**src/rtl/uart_rx.sv**
```systemverilog
// Oversampled UART receiver: start-edge detect, centre sampling, stop check.
// Define UART_RX_PARITY_EN to add an even-parity bit and the parity_err_o pulse.
module uart_rx #(
  parameter int DataWidth      = 8,
  parameter int OversampleRate = 16
) (
  input  logic                 clk_i,
  input  logic                 rst_i,
  input  logic                 os_tick_i,
  input  logic                 rxd_i,
  output logic [DataWidth-1:0] data_o,
  output logic                 dv_o,
  output logic                 frame_err_o,
`ifdef UART_RX_PARITY_EN
  output logic                 parity_err_o,
`endif
  output logic                 busy_o
);

  localparam int TickW = $clog2(OversampleRate);
  localparam int BitW  = (DataWidth > 1) ? $clog2(DataWidth) : 1;

  // Tick values are the counts *before* the strobe that performs the sample.
  localparam logic [TickW-1:0] HalfTick = TickW'(OversampleRate / 2 - 2);
  localparam logic [TickW-1:0] LastTick = TickW'(OversampleRate - 1);
  localparam logic [BitW-1:0]  LastBit  = BitW'(DataWidth - 1);

`ifdef UART_RX_PARITY_EN
  typedef enum logic [2:0] {Idle, StartBit, DataBits, ParityBit, StopBit} state_e;
`else
  typedef enum logic [2:0] {Idle, StartBit, DataBits, StopBit} state_e;
`endif

  state_e               state_q, state_d;
  logic [TickW-1:0]     tick_cnt_q, tick_cnt_d, tick_next;
  logic [BitW-1:0]      bit_cnt_q, bit_cnt_d;
  logic [DataWidth-1:0] shift_q, shift_d;
  logic [DataWidth-1:0] data_q, data_d;
  logic                 dv_q, dv_d;
  logic                 frame_err_q, frame_err_d;
  logic                 rxd_meta_q, rxd_meta_d;
  logic                 rxd_sync_q, rxd_sync_d;
  logic                 rxd_prev_q, rxd_prev_d;
`ifdef UART_RX_PARITY_EN
  logic                 parity_bit_q, parity_bit_d;
  logic                 parity_err_q, parity_err_d;
`endif

  assign tick_next = tick_cnt_q + TickW'(1);

  always_comb begin
    state_d     = state_q;
    tick_cnt_d  = tick_cnt_q;
    bit_cnt_d   = bit_cnt_q;
    shift_d     = shift_q;
    data_d      = data_q;
    dv_d        = 1'b0;
    frame_err_d = 1'b0;
    rxd_meta_d  = rxd_i;
    rxd_sync_d  = rxd_meta_q;
    rxd_prev_d  = rxd_sync_q;
`ifdef UART_RX_PARITY_EN
    parity_bit_d = parity_bit_q;
    parity_err_d = 1'b0;
`endif

    case (state_q)
      Idle: begin
        if (rxd_prev_q && !rxd_sync_q) begin
          state_d    = StartBit;
          tick_cnt_d = '0;
          bit_cnt_d  = '0;
        end
      end

      // A start bit that is high again at mid-bit is treated as a glitch.
      StartBit: begin
        if (os_tick_i) begin
          tick_cnt_d = tick_next;
          if (tick_cnt_q == HalfTick) begin
            if (rxd_sync_q) begin
              state_d = Idle;
            end else begin
              state_d    = DataBits;
              tick_cnt_d = '0;
              bit_cnt_d  = '0;
            end
          end
        end
      end

      DataBits: begin
        if (os_tick_i) begin
          tick_cnt_d = tick_next;
          if (tick_cnt_q == LastTick) begin
            shift_d   = {rxd_sync_q, shift_q} >> 1;
            bit_cnt_d = bit_cnt_q + BitW'(1);
            if (bit_cnt_q == LastBit) begin
              bit_cnt_d = '0;
`ifdef UART_RX_PARITY_EN
              state_d = ParityBit;
`else
              state_d = StopBit;
`endif
            end
          end
        end
      end

`ifdef UART_RX_PARITY_EN
      ParityBit: begin
        if (os_tick_i) begin
          tick_cnt_d = tick_next;
          if (tick_cnt_q == LastTick) begin
            parity_bit_d = rxd_sync_q;
            state_d      = StopBit;
          end
        end
      end
`endif

      StopBit: begin
        if (os_tick_i) begin
          tick_cnt_d = tick_next;
          if (tick_cnt_q == LastTick) begin
            state_d = Idle;
            if (rxd_sync_q) begin
              data_d = shift_q;
              dv_d   = 1'b1;
            end else begin
              frame_err_d = 1'b1;
            end
`ifdef UART_RX_PARITY_EN
            parity_err_d = (^shift_q) ^ parity_bit_q;
`endif
          end
        end
      end

      default: state_d = Idle;
    endcase
  end

  // Synchronizer flops reset high so a reset never looks like a start edge.
  always_ff @(posedge clk_i or posedge rst_i) begin
    if (rst_i) begin
      state_q     <= Idle;
      tick_cnt_q  <= '0;
      bit_cnt_q   <= '0;
      shift_q     <= '0;
      data_q      <= '0;
      dv_q        <= 1'b0;
      frame_err_q <= 1'b0;
      rxd_meta_q  <= 1'b1;
      rxd_sync_q  <= 1'b1;
      rxd_prev_q  <= 1'b1;
`ifdef UART_RX_PARITY_EN
      parity_bit_q <= 1'b0;
      parity_err_q <= 1'b0;
`endif
    end else begin
      state_q     <= state_d;
      tick_cnt_q  <= tick_cnt_d;
      bit_cnt_q   <= bit_cnt_d;
      shift_q     <= shift_d;
      data_q      <= data_d;
      dv_q        <= dv_d;
      frame_err_q <= frame_err_d;
      rxd_meta_q  <= rxd_meta_d;
      rxd_sync_q  <= rxd_sync_d;
      rxd_prev_q  <= rxd_prev_d;
`ifdef UART_RX_PARITY_EN
      parity_bit_q <= parity_bit_d;
      parity_err_q <= parity_err_d;
`endif
    end
  end

  assign data_o      = data_q;
  assign dv_o        = dv_q;
  assign frame_err_o = frame_err_q;
  assign busy_o      = (state_q != Idle);
`ifdef UART_RX_PARITY_EN
  assign parity_err_o = parity_err_q;
`endif

endmodule

```
**config.mk**
```make
export PLATFORM = sky130hd
export DESIGN_NAME = uart_rx
export DESIGN_NICKNAME = d
export VERILOG_FILES = /design/src/rtl/uart_rx.sv
export SDC_FILE = /design/constraint.sdc
export NUM_CORES = 1
export LEC_CHECK = 0
export CAP_MARGIN = 20
export CORE_UTILIZATION = 40
export DETAILED_ROUTE_END_ITERATION = 12
export HOLD_SLACK_MARGIN = 0.1
export PLACE_DENSITY = 0.64
export SLEW_MARGIN = 20
export SYNTH_ARGS = -nofsm -noshare
export SYNTH_HDL_FRONTEND = slang
export SYNTH_SLANG_ARGS = --single-unit
```
**constraint.sdc**
```tcl
create_clock -name clk_i -period 3.1 [get_ports clk_i]
set_input_delay 0.62 -clock clk_i [delete_from_list [all_inputs] [get_ports clk_i]]
set_output_delay 0.62 -clock clk_i [all_outputs]
set_load 0.03 [all_outputs]
```
### Word-level counts from Yosys, hierarchy flattened

Index checks and enable logic that the tools add are counted.

| word-level totals | value |
|---|---|
| input port bits | 4 |
| logic and storage cells | 72 |
| output and inout bits | 11 |
| flip-flop bits (word level) | 31 |

| cells by class | value |
|---|---|
| equality and inequality tests | 16 |
| $add $sub $neg | 2 |
| multiplexer cells | 32 |
| reductions and logical operators | 12 |

Operator list:

| operator | number |
|---|---|
| 3-bit two-way mux | 15 |
| 4-bit two-way mux | 5 |
| 2-bit != test (second input constant) | 9 |
| 3-bit case mux with 4 select lines | 1 |
| 4-bit case mux with 3 select lines | 1 |
| 3-bit case mux with 3 select lines | 1 |
| 3-bit nonzero test | 3 |
| 1-bit two-way mux | 8 |
| 4-bit AND reduction | 2 |
| 8-bit AND reduction | 1 |
| 7-bit AND reduction | 1 |
| 3-bit by 2-bit == test with 1-bit output (second input constant) | 2 |
| 4-bit by 1-bit adder with 4-bit output (second input constant) | 1 |
| 4-bit by 3-bit == test with 1-bit output (second input constant) | 1 |
| 4-bit == test (second input constant) | 1 |
| 3-bit by 1-bit adder with 3-bit output (second input constant) | 1 |
| 3-bit by 1-bit == test with 1-bit output (second input constant) | 1 |
| 3-bit == test (second input constant) | 1 |
| 3-bit zero test | 1 |
| 3-bit AND reduction | 1 |
| 2-bit two-way mux | 1 |
| 2-bit by 1-bit != test with 1-bit output (second input constant) | 1 |
| 2-bit OR reduction | 1 |
| 1-bit logical AND | 1 |
| 1-bit zero test | 1 |

### Longest topological paths before layout

Gate-level depths: netlist (run 1).

| logic depth | value |
|---|---|
| depth in word-level cells | 5 |
| gate-level depth with buffers | 6 |
| mapped depth without buffers | 6 |

### Worst setup path before layout (run 1)

OpenSTA, ideal clock, no wires.

| path | value |
|---|---|
| path kind | register to register |
| from | register state_q[1] |
| to | register bit_cnt_q[0] |
| path buffers | 1 |
| cell stages (with the launch flop) | 6 |
| data arrival time | 1.475 ns |
| period minus slack after synthesis | 1.600 ns |
| setup time | 0.125 ns |
| data required time | 2.975 ns |
| setup slack | 1.500 ns |
| cell sequence | dfrtp_1 > buf_6 > or2_4 > a21oi_4 > o21bai_4 > mux2_4 |

| on the way | value |
|---|---|
| word-level cells in the longest chain between the ends | 3 |
| elaborated cells on any way between the ends | 12 |
| classes of those cells | eq/ne: 8; mux: 1; reduce/logical: 3 |

RTL lines:

| what | line | RTL |
|---|---|---|
| from (decl) | 34 | `state_e state_q, state_d;` |
| from (signal assigned) | 147 | `state_q <= Idle;` |
| from (signal assigned) | 162 | `state_q <= state_d;` |
| 3-bit by 1-bit == test with 1-bit output, or another cell as far along | 67 | `case (state_q)` |
| 2-bit != test (no source line) / 3-bit nonzero test (equally long branches) | -- |  |
| 7-bit AND reduction (no source line) | -- |  |
| to (signal assigned) | 164 | `bit_cnt_q <= bit_cnt_d;` |
| to (decl) | 36 | `logic [BitW-1:0] bit_cnt_q, bit_cnt_d;` |

Parallel ways exist; a longest one is shown, timed or not.
A chain may end at the register's enable or synchronous reset.

### Worst setup path in the final report (run 1)

| path | value |
|---|---|
| from | register state_q[1] |
| to | output busy_o |

| on the way | value |
|---|---|
| word-level cells in the longest chain between the ends | 1 |

RTL lines:

| what | line | RTL |
|---|---|---|
| 3-bit nonzero test | 182 | `assign busy_o = (state_q != Idle);` |
| to (decl) | 17 | `output logic busy_o` |

Every way passes these cells.

==> results of run 1 <==
sequential cells by signal, indices dropped and copies added (netlist names):
| signal | flops |
|---|---|
| bit_cnt_q | 3 |
| data_o | 8 |
| dv_o | 1 |
| frame_err_o | 1 |
| rxd_meta_q | 1 |
| rxd_prev_d | 1 |
| rxd_prev_q | 1 |
| shift_q | 8 |
| state_q | 2 |
| tick_cnt_q | 4 |
cells by family after synthesis:
logic type | count (synthesis) | share of synthesized area
AOI/OAI and AO/OA | 14 | 0.0851
adders and majority gates | 4 | 0.0370
buffers and inverters | 9 | 0.0333
DFF | 30 | 0.558
muxes | 19 | 0.167
and+or+nand+nor | 25 | 0.120
synthesized netlist by cell type, types with 2 or more instances:
master    instances  area (um2)
inv_1             7        26.3
nand2b_1          2        12.5
dfstp_2           3        78.8
ha_1              4        50.1
nor3_1            2        10.0
nor2_1            4        15.0
nor2b_1           2        12.5
mux2_2           16         180
o21ai_0           3        15.0
a21oi_1           4        20.0
nand4_1           2        12.5
dfrtp_1          27         676
mux2_4            3        45.0
nand2_1           4        15.0
per-layer routing:
| metal | vias up | share of wire | routed length, um | global-route usage |
|---|---|---|---|---|
| li1 | 398 | - | - | - |
| met1 | 389 | 0.48 | 1000 | 0.181 |
| met2 | 14 | 0.45 | 946 | 0.204 |
| met3 | 6 | 0.045 | 94 | 0.0455 |
| met4 | 0 | 0.017 | 36 | 0.110 |
| met5 | - | 0 | 0 | 0 |
per-stage QoR:
| stage | instance area (um2) | std cells | power, W | worst slack, ps |
|---|---|---|---|---|
| 2_1_floorplan | 1350 | 101 | 0.000589 | 1500 |
| 3_3_place_gp | 1540 | 158 | 0.000618 | 858 |
| 3_5_place_dp | 1540 | 158 | 0.000627 | 833 |
| 4_1_cts | 1600 | 166 | 0.000879 | 678 |
| 5_1_grt | 1600 | 166 | 0.000927 | 613 |
| 6_report | 1600 | 166 | 0.000866 | 688 |
power by group through the flow:
stage	combinational, W	clock (W)	sequential (W)
after floorplan	0.000107	0	0.000481
after global placement	0.000123	0	0.000494
after detailed placement	0.000131	0	0.000497
after CTS	0.000132	0.000258	0.000489
after global routing	0.000150	0.000278	0.000498
final	0.000130	0.000246	0.000490
placed cells by master (no fill, tap or decap), types with 2 or more instances in the layout:
cell,netlist,layout
dfrtp_1,27,27
mux2_2,16,16
clkdlybuf4s50_1,0,14
inv_1,7,7
clkbuf_4,0,5
nor2_1,4,4
a21oi_1,4,4
nand2_1,4,4
ha_1,4,4
mux2_4,3,3
o21ai_0,3,3
dfstp_2,3,3
nand2b_1,2,2
nor3_1,2,2
nand4_1,2,2
nor2b_1,2,2
worst max-delay path, stage by stage, from the launching register on:
cell             delay, ps
dfrtp_1                570
or2_4                  220
clkdlybuf4s50_1        660
worst max path at each step:
stage,endpoint,slack [ps],cells after the start
detailed placement,shift_q[4],830,4
floorplan,bit_cnt_q[0],1500,5
global placement,shift_q[2],860,4
finish,busy_o,690,2
global route,busy_o,610,2
CTS,busy_o,680,2
layout make-up:
cell class	count	area (um2)	share of cell area
sequential	30	754	0.471
inverter	7	26.3	0.0164
multi-input combinational	62	553	0.346
timing repair buffer	15	148	0.0923
tap	44	55.1	0.0344
clock inverter	2	12.5	0.00782
clock buffer	6	51.3	0.0321
==> key figures, run 1 <==
Logic synthesis
  – Syn Inst Count: 101
  – Seq/Total Area, Yosys: 0.558
  – Post-synth EDFFs: 0
  – Library cells used by synthesis: 32
  – Primary FF master, synth: dfrtp_1
  – Synth Area per Inst: 13.4 um2
  – Yosys warnings: 0
  – Post-Syn Area: 1350 um2
  – Synthesized net count: 109
  – #FFs+latches synth: 30
  – Post-synth ARST share: 1.00

Timing
  – Max-slew headroom: 0.737
  – Setup tns final: 0 ps
  – Max-slew violation count: 0
  – Achievable Freq: 415 MHz
  – Slew @ Worst Pin: 394 ps
  – Fin Clk Skew: 2.77 ps
  – Final Hold Viols: 0
  – Tmin final: 2410 ps
  – WHS: 365 ps
  – RSZ-0062 raised after global routing: false
  – Final setup viols: 0
  – Final cycle utilization of the critical path: 0.778

Finish
  – P&R area growth vs syn: 18.3%
  – Final Util: 0.512
  – Share of cells above drive strength 1: 0.328
  – Final nets: 129
  – Fillers: 284
  – # diodes: 0

CTS
  – Hold Buf Count CTS: 0
  – Clock buffer depth: 2
  – CTS root buffer: clkbuf_4
  – TritonCTS clock tree: yes
  – Clock Pin Slew Worst Setup and Hold Paths: 90 ps
  – Postcts setup bufs: 0
  – Clk_lat worst skew: 330 ps
  – H-tree level count: 2
  – Total CTS buffers: 5
  – # clock sinks: 30
  – PostCTS Resize Cnt: 0

Floorplanning
  – Die H: 60.2 um
  – Top-level I/O count: 15
  – Placement Rows: 20
  – Die X: 60.2 um
  – Core ar.: 3130 um2
  – Die footprint: 3620 um2
  – Initial Util: 0.432

Hold path
  – Hold path startpoint: rxd_meta_q
  – Hold Crit Class: reg2reg
  – Worst Hold Depth: 0
  – WHS Endpoint: rxd_prev_d

Outcome
  – Status: completed

Setup path
  – Worst setup startpoint: state_q[1]
  – CP Class: reg2out
  – Setup crit start kind: register
  – Required time worst endpoint: 2480 ps
  – CP Capture Type: output pin
  – FF-to-FF setup slack: 1390 ps
  – Reg-to-Reg End: bit_cnt_q[0]
  – Critical Path Fanout Max: 10
  – Critical R2R Launch: state_q[1]
  – R2R depth: 4
  – CP arrival: 1790 ps

Drt
  – Avg Vias per Cell: 4.86
  – Drt initial violations: 26
  – Drt drc: 0
  – Final WL: 2.08 mm
  – Via count: 807
  – DR pass1 iterations: 4
  – DR WL/cell: 12.5 um
  – Final ANT Viol Nets: 0

Placed design
  – Placer congestion estimate: 0.859
  – Post-DP HPWL: 1.45 mm
  – Buffers on Ports: 14

Power and ir drop
  – PD cells: 541 nW/um2
  – Sequential power share: 0.566
  – Lkg Pwr: 0.769 nW
  – Logic pwr share: 0.150
  – Peak VDD IR: 0.246 mV
  – Switching pwr: 0.000242 W
  – Sw Share: 0.280
  – Clk pwr share: 0.284
  – Cell Int Power: 0.000624 W

GRT
  – Via count of the first global-routing pass: 793
  – All-layer global routing usage: 0.144
  – First-pass GRT wire length: 3.59 mm
  – Congestion Overflow GR: 0
  – Pin count of the biggest net entering global routing: 31
  – Initial antenna violation count: 0

Job
  – Max-cap viol count: 0
Power figures use the tool's default switching activity.
==> run 2, diff against run 1 <==
- PLACE_DENSITY: 0.64 -> 0.66
- clock period: 3.1 -> 2.1 ns (I/O delays scaled with it)
==> key figures, run 2 (synthesis gave the netlist of run 1 again) <==
Outcome
  – Status: completed

Job
  – Max-cap viol count: 0

Placed design
  – Buffers on Ports: 14
  – Post-DP HPWL: 1.47 mm
  – Placer congestion estimate: 0.847
  – Place WS: 157 ps

Floorplanning
  – Die footprint: 3620 um2
  – Die X: 60.2 um
  – Die H: 60.2 um
  – Initial Util: 0.432
  – Top-level I/O count: 15
  – Placement Rows: 20
  – Core ar.: 3130 um2

Finish
  – Fillers: 285
  – Most frequent cells in the layout: dfrtp_1, mux2_2, clkdlybuf4s50_1
  – # diodes: 0
  – Commonest non-fill, non-tap cell in the layout: dfrtp_1
  – P&R area growth vs syn: 19.7%
  – Share of cells above drive strength 1: 0.336
  – Final nets: 132

Timing
  – Tmin final: 1990 ps
  – Fin Clk Skew: 5.82 ps
  – RSZ-0062 raised after global routing: false
  – Max-slew headroom: 0.748
  – Slew @ Worst Pin: 377 ps
  – Final setup viols: 0
  – Setup tns final: 0 ps
  – Achievable Freq: 502 MHz
  – Fin worst setup slack: 107 ps
  – Final Hold Viols: 0
  – WHS: 360 ps
  – Max-slew violation count: 0
  – Final cycle utilization of the critical path: 0.949

Drt
  – Drt drc: 0
  – Via count: 820
  – Final ANT Viol Nets: 0
  – Avg Vias per Cell: 4.85
  – Final WL: 2.05 mm
  – DR WL/cell: 12.1 um
  – Drt initial violations: 15
  – DR pass1 iterations: 4

Setup path
  – Worst Path Buf+Inv: 1
  – Setup crit start kind: register
  – Kind of cell adding the most delay to the critical path: buffers and inverters
  – Worst setup startpoint: state_q[1]
  – Cells along the critical path: or2_4 > clkdlybuf4s50_1
  – Critical R2R Launch: tick_cnt_q[0]
  – CP Class: reg2out
  – CP Capture Type: output pin
  – Critical Path Fanout Max: 3
  – Largest stage delay on the critical path: 590 ps
  – CP arrival: 1570 ps
  – Slowest stage cell, crit path: clkdlybuf4s50_1
  – Reg-to-Reg End: shift_q[2]
  – Required time worst endpoint: 1680 ps
  – FF-to-FF setup slack: 450 ps
  – R2R depth: 4

CTS
  – CTS root buffer: clkbuf_4
  – Hold Buf Count CTS: 0
  – Clock buffer depth: 2
  – H-tree level count: 2
  – Clk_lat worst skew: 310 ps
  – # clock sinks: 30
  – Total CTS buffers: 5
  – PostCTS Resize Cnt: 0
  – Postcts setup bufs: 0
  – Clock Pin Slew Worst Setup and Hold Paths: 90 ps
  – TritonCTS clock tree: yes

Hold path
  – WHS Endpoint: rxd_prev_d
  – Hold path startpoint: rxd_meta_q
  – Hold Crit Class: reg2reg
  – Worst Hold Depth: 0

GRT
  – Congestion Overflow GR: 0
  – Via count of the first global-routing pass: 817
  – Initial antenna violation count: 0
  – Pin count of the biggest net entering global routing: 31
  – All-layer global routing usage: 0.137
  – First-pass GRT wire length: 3.51 mm

Power and ir drop
  – Lkg Pwr: 0.785 nW
  – Peak VDD IR: 0.335 mV
  – PD cells: 777 nW/um2
==> run 2: cell types whose count changed in the layout (fill, tap and decap cells not counted), sizes merged <==
cell and change:
buf +3, clkbuf +1, clkinvlp -1
==> run 2: metrics by stage <==
| step | total power, W | instances | area, um2 | util |
|---|---|---|---|---|
| floorplan | 0.000869 | 101 | 1350 | - |
| global placement | 0.000910 | 161 | 1560 | 0.498 |
| detailed placement | 0.000921 | 161 | 1560 | 0.498 |
| CTS | 0.00128 | 169 | 1620 | 0.518 |
| global route | 0.00133 | 169 | 1620 | 0.518 |
| finish | 0.00126 | 169 | 1620 | 0.518 |
==> run 2: where the power goes <==
part           switching, W  internal (W)
combinational     0.0000789      0.000112
sequential        0.0000723      0.000648
clock              0.000185      0.000162
==> run 2: final cells by class <==
type                       instances  area (um2)  area share
sequential                        30         754       0.466
multi-input combinational         62         553       0.342
timing repair buffer              18         170       0.105
clock buffer                       7        55.1      0.0340
tap                               44        55.1      0.0340
inverter                           7        26.3      0.0162
clock inverter                     1        5.00     0.00309
==> run 2: worst max-delay path by stage <==
stage	endpoint	slack, ps	cells past startpoint
detailed placement	shift_q[7]	160	4
floorplan	bit_cnt_q[0]	500	5
CTS	busy_o	80	2
finish	busy_o	110	2
global placement	shift_q[7]	190	4
global route	busy_o	60	2
==> run 2: layer usage <==
layer	wire length, um	GRT usage
met1	952	0.171
met3	63	0.0390
met4	19	0.0897
met5	0	0
met2	1010	0.204
